### src/rtl/stonyman_scan_sequencer.sv
// stonyman_scan_sequencer
//
// Frame-level scheduler for the Stonyman imager and its serial-ADC capture
// controller. Walks the pixel array row by row by pulsing the imager pointer
// lines, lets the analog output settle at each pixel, requests one ADC
// capture, and moves on as soon as the ADC reports end of track so that
// addressing of the next pixel overlaps with conversion of the current one.
//
// Ports:
//   clk               system clock
//   reset             synchronous, active-high reset
//   frame_start       request a full-frame scan (accepted only when idle)
//   frame_abort       stop the current frame immediately
//   adc_capture_done  1-cycle end-of-track pulse from the ADC controller
//   adc_capture_start 1-cycle capture request to the ADC controller
//   resv / incv       vertical-pointer reset / increment pulses
//   resp / incp       horizontal-pointer reset / increment pulses
//   row_idx, col_idx  address of the pixel being scanned
//   busy              high whenever a frame is in progress
//   frame_done        1-cycle pulse on normal frame completion
//   frame_error       sticky capture-timeout flag
//
// All outputs are registered: each is decoded from the next-state values so
// that it lines up exactly with the state register.

module stonyman_scan_sequencer #(
  parameter int ROWS          = 112,
  parameter int COLS          = 112,
  parameter int PULSE_CYCLES  = 2,
  parameter int SETTLE_CYCLES = 4,
  parameter int DONE_TIMEOUT  = 200
) (
  input  logic       clk,
  input  logic       reset,
  input  logic       frame_start,
  input  logic       frame_abort,
  input  logic       adc_capture_done,
  output logic       adc_capture_start,
  output logic       resv,
  output logic       incv,
  output logic       resp,
  output logic       incp,
  output logic [7:0] row_idx,
  output logic [7:0] col_idx,
  output logic       busy,
  output logic       frame_done,
  output logic       frame_error
);

  // The down-counter is loaded with N-1 so that a state lasts exactly N cycles.
  localparam logic [7:0] PULSE_LOAD  = 8'(PULSE_CYCLES - 1);
  localparam logic [7:0] SETTLE_LOAD = 8'(SETTLE_CYCLES - 1);
  localparam logic [7:0] DONE_LOAD   = 8'(DONE_TIMEOUT - 1);
  localparam logic [7:0] LAST_ROW    = 8'(ROWS - 1);
  localparam logic [7:0] LAST_COL    = 8'(COLS - 1);

  typedef enum logic [3:0] {
    ST_IDLE,
    ST_RESV,
    ST_RESP,
    ST_SETTLE,
    ST_CAPTURE,
    ST_WAIT_DONE,
    ST_INCP,
    ST_INCV,
    ST_DONE
  } state_e;

  state_e     state_q, state_d;
  logic       phase_q, phase_d;
  logic [7:0] timer_q, timer_d;
  logic [7:0] row_idx_q, row_idx_d;
  logic [7:0] col_idx_q, col_idx_d;
  logic       frame_error_q, frame_error_d;
  logic       resv_q, resv_d;
  logic       incv_q, incv_d;
  logic       resp_q, resp_d;
  logic       incp_q, incp_d;
  logic       capture_q, capture_d;
  logic       busy_q, busy_d;
  logic       frame_done_q, frame_done_d;

  // A pointer-pulse state has two halves: phase 0 drives the line high,
  // phase 1 is the equal-length low gap. The state is left only when the
  // low half has run out.
  logic pulse_last;
  assign pulse_last = (timer_q == 8'd0) && phase_q;

  always_comb begin
    state_d       = state_q;
    phase_d       = phase_q;
    timer_d       = timer_q;
    row_idx_d     = row_idx_q;
    col_idx_d     = col_idx_q;
    frame_error_d = frame_error_q;

    if ((state_q == ST_RESV) || (state_q == ST_RESP) ||
        (state_q == ST_INCP) || (state_q == ST_INCV)) begin
      if (timer_q != 8'd0) begin
        timer_d = timer_q - 8'd1;
      end else if (!phase_q) begin
        phase_d = 1'b1;
        timer_d = PULSE_LOAD;
      end
    end

    case (state_q)
      ST_IDLE: begin
        if (frame_start) begin
          frame_error_d = 1'b0;
          row_idx_d     = 8'd0;
          col_idx_d     = 8'd0;
          state_d       = ST_RESV;
          phase_d       = 1'b0;
          timer_d       = PULSE_LOAD;
        end
      end
      ST_RESV: begin
        if (pulse_last) begin
          state_d = ST_RESP;
          phase_d = 1'b0;
          timer_d = PULSE_LOAD;
        end
      end
      ST_RESP: begin
        col_idx_d = 8'd0;
        if (pulse_last) begin
          state_d = ST_SETTLE;
          timer_d = SETTLE_LOAD;
        end
      end
      ST_SETTLE: begin
        if (timer_q == 8'd0) begin
          state_d = ST_CAPTURE;
        end else begin
          timer_d = timer_q - 8'd1;
        end
      end
      ST_CAPTURE: begin
        state_d = ST_WAIT_DONE;
        timer_d = DONE_LOAD;
      end
      ST_WAIT_DONE: begin
        if (adc_capture_done) begin
          phase_d = 1'b0;
          timer_d = PULSE_LOAD;
          if (col_idx_q < LAST_COL) begin
            state_d = ST_INCP;
          end else if (row_idx_q < LAST_ROW) begin
            state_d = ST_INCV;
          end else begin
            state_d = ST_DONE;
          end
        end else if (timer_q == 8'd0) begin
          frame_error_d = 1'b1;
          state_d       = ST_IDLE;
        end else begin
          timer_d = timer_q - 8'd1;
        end
      end
      ST_INCP: begin
        if (pulse_last) begin
          col_idx_d = col_idx_q + 8'd1;
          state_d   = ST_SETTLE;
          timer_d   = SETTLE_LOAD;
        end
      end
      ST_INCV: begin
        if (pulse_last) begin
          row_idx_d = row_idx_q + 8'd1;
          state_d   = ST_RESP;
          phase_d   = 1'b0;
          timer_d   = PULSE_LOAD;
        end
      end
      ST_DONE: begin
        state_d = ST_IDLE;
      end
      default: begin
        state_d = ST_IDLE;
      end
    endcase

    // Abort overrides everything, including a coincident capture-done, and
    // leaves the indices and the error flag exactly as they were.
    if (frame_abort && (state_q != ST_IDLE)) begin
      state_d       = ST_IDLE;
      phase_d       = 1'b0;
      timer_d       = 8'd0;
      row_idx_d     = row_idx_q;
      col_idx_d     = col_idx_q;
      frame_error_d = frame_error_q;
    end

    resv_d       = (state_d == ST_RESV) && !phase_d;
    resp_d       = (state_d == ST_RESP) && !phase_d;
    incp_d       = (state_d == ST_INCP) && !phase_d;
    incv_d       = (state_d == ST_INCV) && !phase_d;
    capture_d    = (state_d == ST_CAPTURE);
    frame_done_d = (state_d == ST_DONE);
    busy_d       = (state_d != ST_IDLE);
  end

  always_ff @(posedge clk) begin
    if (reset) begin
      state_q       <= ST_IDLE;
      phase_q       <= 1'b0;
      timer_q       <= 8'd0;
      row_idx_q     <= 8'd0;
      col_idx_q     <= 8'd0;
      frame_error_q <= 1'b0;
      resv_q        <= 1'b0;
      incv_q        <= 1'b0;
      resp_q        <= 1'b0;
      incp_q        <= 1'b0;
      capture_q     <= 1'b0;
      busy_q        <= 1'b0;
      frame_done_q  <= 1'b0;
    end else begin
      state_q       <= state_d;
      phase_q       <= phase_d;
      timer_q       <= timer_d;
      row_idx_q     <= row_idx_d;
      col_idx_q     <= col_idx_d;
      frame_error_q <= frame_error_d;
      resv_q        <= resv_d;
      incv_q        <= incv_d;
      resp_q        <= resp_d;
      incp_q        <= incp_d;
      capture_q     <= capture_d;
      busy_q        <= busy_d;
      frame_done_q  <= frame_done_d;
    end
  end

  assign adc_capture_start = capture_q;
  assign resv              = resv_q;
  assign incv              = incv_q;
  assign resp              = resp_q;
  assign incp              = incp_q;
  assign row_idx           = row_idx_q;
  assign col_idx           = col_idx_q;
  assign busy              = busy_q;
  assign frame_done        = frame_done_q;
  assign frame_error       = frame_error_q;

endmodule

### config.mk
export PLATFORM = sky130hd
export DESIGN_NAME = stonyman_scan_sequencer
export DESIGN_NICKNAME = d
export VERILOG_FILES = /design/src/rtl/stonyman_scan_sequencer.sv
export SDC_FILE = /design/constraint.sdc
export NUM_CORES = 1
export LEC_CHECK = 0
export CAP_MARGIN = 0
export CELL_PAD_IN_SITES_DETAIL_PLACEMENT = 1
export CELL_PAD_IN_SITES_GLOBAL_PLACEMENT = 1
export CORE_MARGIN = 5
export CORE_UTILIZATION = 45
export DETAILED_ROUTE_END_ITERATION = 8
export PLACE_DENSITY_LB_ADDON = 0.1
export SYNTH_ARGS = -nofsm -noshare
export SYNTH_HDL_FRONTEND = slang
export SYNTH_SLANG_ARGS = --single-unit
### constraint.sdc
create_clock -name clk -period 5.78 [get_ports clk]
set_input_delay 0.578 -clock clk [delete_from_list [all_inputs] [get_ports clk]]
set_output_delay 0.578 -clock clk [all_outputs]
set_load 0.005 [all_outputs]
==> metrics.md, run 1 <==
| Metric | Value |
|---|---|
| Syn nets | 294 |
| Leading post-synthesis cells by cell area | dfxtp_1 31%, nor2_1 6.3%, xor2_1 4.4% |
| Ys flop type | dfxtp_1 |
| Tcrit/Tclk final | 0.458 |
| Clk network pwr share | 0.292 |
| Worst slew margin | 0.514 |
| CP max stage delay | 0.39 ns |
| Die W | 83.0 um |
| Die H | 83.0 um |
| Hold Path Class | flip-flop to flip-flop |
| Final wirelength | 7000 um |
| Crit path required time | 6.02 ns |
| HPWL after DPL | 5120 um |
| Fin area | 2800 um^2 |
| Syn avg cell area | 8.42 um^2 |
| Clk_lat worst skew | 0.29 ns |
| # resized after CTS | 0 |
| # setup viols final | 0 |
| PwrDens | 231 nW/um^2 |
| Largest net degree at the start of global routing | 29 |
| Post-CTS setup repair buffer count | 0 |
| Rows | 26 |
| Register area share after synthesis | 0.308 |
| Switching Share | 0.339 |
| Initial core utilization | 0.467 |
| Drt via density | 6.03 |
| CP endpoint kind | flip-flop |
| Final hold vios | 0 |
| Sequential group share of total power | 0.429 |
| Post-DP Area | 2710 um^2 |
| Max Clk Rate | 377 MHz |
| Cells along the critical path | inv_1 > ha_1 > nor4b_4 > nand3_1 > a32o_1 > a211oi_1 > or2_2 > and3_1 |
| Final Skew | 0.00416 ns |
| Fin Setup TNS | 0 ns |
| CTS buffer count | 5 |
| Nets | 316 |
| CP arrival | 2.89 ns |
| Final min period | 2.65 ns |
| TritonCTS clock tree | done |
| Fraction of registers with async set/reset | 0 |
| Yosys cell types | 74 |
| Max clock buf depth | 2 |
| Critical Path Source Type | flip-flop |
| Vias in the first global route | 2325 |
| Count leader, synth | nor2_1 |
| Max-slew violation count | 0 |
| Status | completed |
| Cell taking the most area after synthesis | dfxtp_1 |
| Core box area | 5140 um^2 |
| DRT Pass-1 Iters | 4 |
| Die area | 6900 um^2 |
| Filler Cell Count | 656 |
| Leakage power | 0.969 nW |
| FF+latch count, synth | 37 |
| Aggregate global routing overflow | 0 |
| Slew @ Worst Pin | 0.728 ns |
| Area Growth Syn to Fin | 16.5% |
| Internal | 0.427 mW |
| Hold Slack | 0.481 ns |
| Ports | 29 |
| DRC | 0 |
| Drt wl/cell | 18.6 um |
| Critical-path maximum fanout | 7 |
| IO Port Bufs | 28 |
| Antenna violations before repair | 0 |
| Final ANT Viol Nets | 0 |
| Switch Pwr | 0.219 mW |
| RSZ-0062 raised after global routing | no |
| Diode count | 0 |
| Wire length of the first global-routing pass | 11800 um |
| Max_cap viols | 0 |
| Final GP Congestion | 0.838 |
| Clock sink count | 37 |
| CTS root buf | clkbuf_8 |
| H-tree Lvls | 2 |
| 1st-iter DRT viols | 132 |
| Cells after Synth | 285 |
| GRT Overall Usage | 0.206 |
| Share of post-route cells with drive strength above 1 | 0.107 |
| Vias | 2274 |
| Post-CTS Hold Buffers | 0 |
| Number of flops mapped to enable cells by yosys | 0 |
| YS warnings | 0 |
| Synthesized area | 2400 um^2 |
| Max VDD drop | 0.120 mV |
| Worst-path clk slew | 0.07 ns |
| Comb power frac | 0.279 |
| Post-synth top cells | 40 x nor2_1, 37 x dfxtp_1, 17 x nand2_1, 13 x a21oi_1 |
| Top cell type's share of synthesized area | 0.308 |
| Kind of critical path | flip-flop to flip-flop |
| Crit-path slowest cell | dfxtp_1 |
[worst paths after layout]
kind / from / endpoint / slack [ns] / cells past startpoint
min reg2reg: frame_error / frame_error / 0.48 / 2
max reg2reg: timer_q[0] / adc_capture_start / 3.13 / 8
min: frame_error / frame_error / 0.48 / 2
max: timer_q[0] / adc_capture_start / 3.13 / 8
[worst max-delay path, delay by kind of cell (launching register included)]
family	cells	cell delay (ns)
AOI/OAI and AO/OA	2	0.63
adders and majority gates	1	0.32
buffers and inverters	1	0.16
DFF	1	0.39
and+or+nand+nor	4	1.09
[through the flow]
step	util	setup slack [ns]	total power, mW	std cells
floorplan	-	3.69	0.411	285
global placement	0.527	3.19	0.458	370
detailed placement	0.527	3.18	0.461	370
CTS	0.544	3.15	0.651	377
global route	0.544	2.92	0.684	377
finish	0.544	3.13	0.645	377
[cell usage in the layout (no fill, tap or decap), drive strengths merged, types with 5 or more instances in the layout]
| cell | synthesis | final |
|---|---|---|
| a21oi | 16 | 16 |
| a31oi | 5 | 5 |
| and3 | 6 | 6 |
| clkbuf | 5 | 6 |
| clkdlybuf4s50 | 0 | 28 |
| dfxtp | 37 | 37 |
| inv | 8 | 8 |
| nand2 | 18 | 18 |
| nand2b | 5 | 5 |
| nand3 | 11 | 11 |
| nand4 | 8 | 8 |
| nor2 | 41 | 41 |
| nor3 | 5 | 5 |
| nor4 | 5 | 5 |
| o21ai | 13 | 13 |
| o31ai | 6 | 6 |
| xor2 | 12 | 12 |
[per-layer routing]
layer,up-vias,track usage,routed length (um)
li1,1105,-,-
met1,1119,0.280,3370
met2,41,0.340,3310
met3,9,0.0287,226
met4,0,0.0565,92
met5,-,0,0
[sequential cells by signal, indices dropped and copies added, names as in the netlist, 4 cells and up]
register	count
col_idx	8
row_idx	8
timer_q	8
state_q	4
[cell families after synthesis]
group	share of synthesized area
xor gates and xnor gates	0.0584
buffers and inverters	0.0417
AOI/OAI and AO/OA	0.260
DFF	0.308
muxes	0.0125
adders and majority gates	0.0208
and+or+nand+nor	0.298
[layout make-up]
type	instances	area, um^2	area share
multi-input cells	226	1560	0.558
flip-flops and latches	37	741	0.265
repair buffers	29	288	0.103
well taps	70	87.6	0.0313
clock buffers	6	82.6	0.0295
inverters	8	30.0	0.0107
clock inverters	1	7.51	0.00268
[power by group through the flow]
| stage | sequential [mW] | clock, mW | combinational, mW |
|---|---|---|---|
| 6_report | 0.277 | 0.189 | 0.180 |
| 5_1_grt | 0.278 | 0.208 | 0.197 |
| 4_1_cts | 0.277 | 0.195 | 0.179 |
| 3_5_place_dp | 0.282 | 0 | 0.178 |
| 3_3_place_gp | 0.282 | 0 | 0.176 |
| 2_1_floorplan | 0.276 | 0 | 0.135 |
No activity file was read; power rests on OpenSTA's default activity.
==> inputs of run 2 (changes only) <==
- CORE_UTILIZATION: 45 -> 38
- clock period: 5.78 -> 2.2 ns (I/O delays scaled with it)
==> run 2 against run 1 <==
Final cell count increased by 14%. First-iteration DRC count increased by 5.3%. Power increased to 3.1 times the previous value. Global-route usage decreased by 0.14 points. Non-clock buffer count increased by 46. Design area increased by 15%. Clock-buffer cell count increased by 1. Sequential cell count unchanged. Sequential power increased to 2.6 times the previous value. Combinational power increased to 3.5 times the previous value. Fmax increased by 28%. Clock skew increased by 0.013 ns.
==> metrics.md, run 2 (synthesized netlist as in run 1, its figures left out) <==
| Metric | Value |
|---|---|
| Status | completed |
| PwrDens | 616 nW/um^2 |
| HP Start | frame_error |
| Final wirelength | 7800 um |
| Aggregate global routing overflow | 0 |
| Final GP Congestion | 0.870 |
| Hold EP | frame_error |
| Worst slew margin | 0.685 |
| Most frequent cells in the layout | 45 x buf_4, 40 x nor2_1, 35 x dfxtp_1, 28 x clkdlybuf4s50_1, 16 x nand2_1 |
| 1st-iter DRT viols | 139 |
| IO Port Bufs | 28 |
| Fin area | 3230 um^2 |
| Power, Total | 1.99 mW |
| CP arrival | 2.30 ns |
| Critical-path maximum fanout | 4 |
| Final min period | 2.07 ns |
| Share of post-route cells with drive strength above 1 | 0.246 |
| Final Skew | 0.0171 ns |
| Max clock buf depth | 2 |
| Vias | 2442 |
| Fin Setup TNS | 0 ns |
| Worst R2R Setup Slack | 0.13 ns |
| CTS buffer count | 5 |
| Register-to-Register Path Depth | 8 |
| Rows | 29 |
| Hold Slack | 0.502 ns |
| Tcrit/Tclk final | 0.939 |
| Antenna violations before repair | 0 |
| CP endpoint kind | flip-flop |
| Reg2reg end | timer_q[6] |
| Crit path required time | 2.43 ns |
| Kind of critical path | flip-flop to flip-flop |
| Vias in the first global route | 2482 |
| Max-slew violation count | 0 |
| Post-DP Area | 3070 um^2 |
| Core box area | 6240 um^2 |
| Area Growth Syn to Fin | 34.4% |
| Final hold vios | 0 |
| Most common cell after layout, fill and taps aside | buf_4 |
| HPWL after DPL | 5890 um |
| Drt wl/cell | 18.1 um |
| Clock sink count | 37 |
| Die H | 89.5 um |
| Max VDD drop | 0.350 mV |
| Clk_lat worst skew | 0.31 ns |
| Final core utilization | 0.517 |
| Worst-path clk slew | 0.09 ns |
| Slew @ Worst Pin | 0.469 ns |
| Wire length of the first global-routing pass | 12600 um |
| Initial core utilization | 0.385 |
| Max Clk Rate | 484 MHz |
| Leakage power | 1.23 nW |
| RR Startpoint | timer_q[0] |
| Hold Path Class | flip-flop to flip-flop |
| Largest net degree at the start of global routing | 23 |
| Drt via density | 5.67 |
| Max_cap viols | 0 |
| # setup viols final | 0 |
| Die area | 8010 um^2 |
| Nets | 362 |
| Die W | 89.5 um |
| GRT Overall Usage | 0.205 |
| Ports | 29 |
| Final ANT Viol Nets | 0 |
| CTS root buf | clkbuf_8 |
| Diode count | 0 |
| TritonCTS clock tree | done |
| Hold Path Depth | 2 |
| H-tree Lvls | 2 |
| Critical Path Source Type | flip-flop |
| DRT Pass-1 Iters | 4 |
| DRC | 0 |
run 2: cell count changes in the layout (fill, tap and decap cells not counted), sizes merged:
cell and change:
bufinv +1, buf +46, clkinvlp -1, clkbuf +1
run 2: area by class of cell:
class | instances | area (um^2)
inverters | 8 | 30.0
repair buffers | 75 | 658
clock inverters | 1 | 30.0
fillers | 763 | 3010
multi-input cells | 226 | 1580
clock buffers | 7 | 86.3
flip-flops and latches | 37 | 743
well taps | 77 | 96.3
run 2: critical path: stages, from the launching register on:
cell      delay [ns]
dfxtp_2         0.33
inv_1           0.05
ha_2            0.20
and4bb_2        0.27
and2_4          0.19
o32ai_4         0.35
a21oi_1         0.08
a311o_1         0.30
a221oi_2        0.23
run 2: routing by layer:
metal  GRT usage  vias to the layer above  routed length, um
li1            -                     1193                  -
met1       0.266                     1199               3640
met2       0.345                       40               3800
met3      0.0286                       10                236
met4      0.0717                        0                125
met5           0                        -                  0
run 2: worst max-delay path by stage:
stage | startpoint | to | slack [ns] | cells past startpoint
after global routing | timer_q[0] | row_idx[6] | -0.006 | 9
after detailed placement | timer_q[0] | timer_q[6] | 0.1 | 8
after floorplan | timer_q[0] | timer_q[6] | 0.11 | 8
final | timer_q[0] | timer_q[6] | 0.13 | 8
after global placement | timer_q[0] | incv | 0.12 | 8
after CTS | timer_q[0] | timer_q[6] | 0.07 | 8
run 2: what timing repair did:
item	4_1_cts	5_1_grt
resized for setup	0	8
setup buffers	0	2
setup endpoints to repair	0	12
hold buffers	0	0
hold endpoints to repair	0	0
run 2: stage by stage:
stage | instances | setup WS (ns)
after global routing | 431 | -0.00580
after floorplan | 285 | 0.112
final | 431 | 0.135
after detailed placement | 421 | 0.0983
after CTS | 429 | 0.0693
after global placement | 421 | 0.115
run 2: power breakdown:
| group | internal [mW] | switching, mW | total (mW) |
|---|---|---|---|
| combinational | 0.288 | 0.341 | 0.630 |
| clock | 0.370 | 0.279 | 0.649 |
| sequential | 0.690 | 0.0191 | 0.710 |
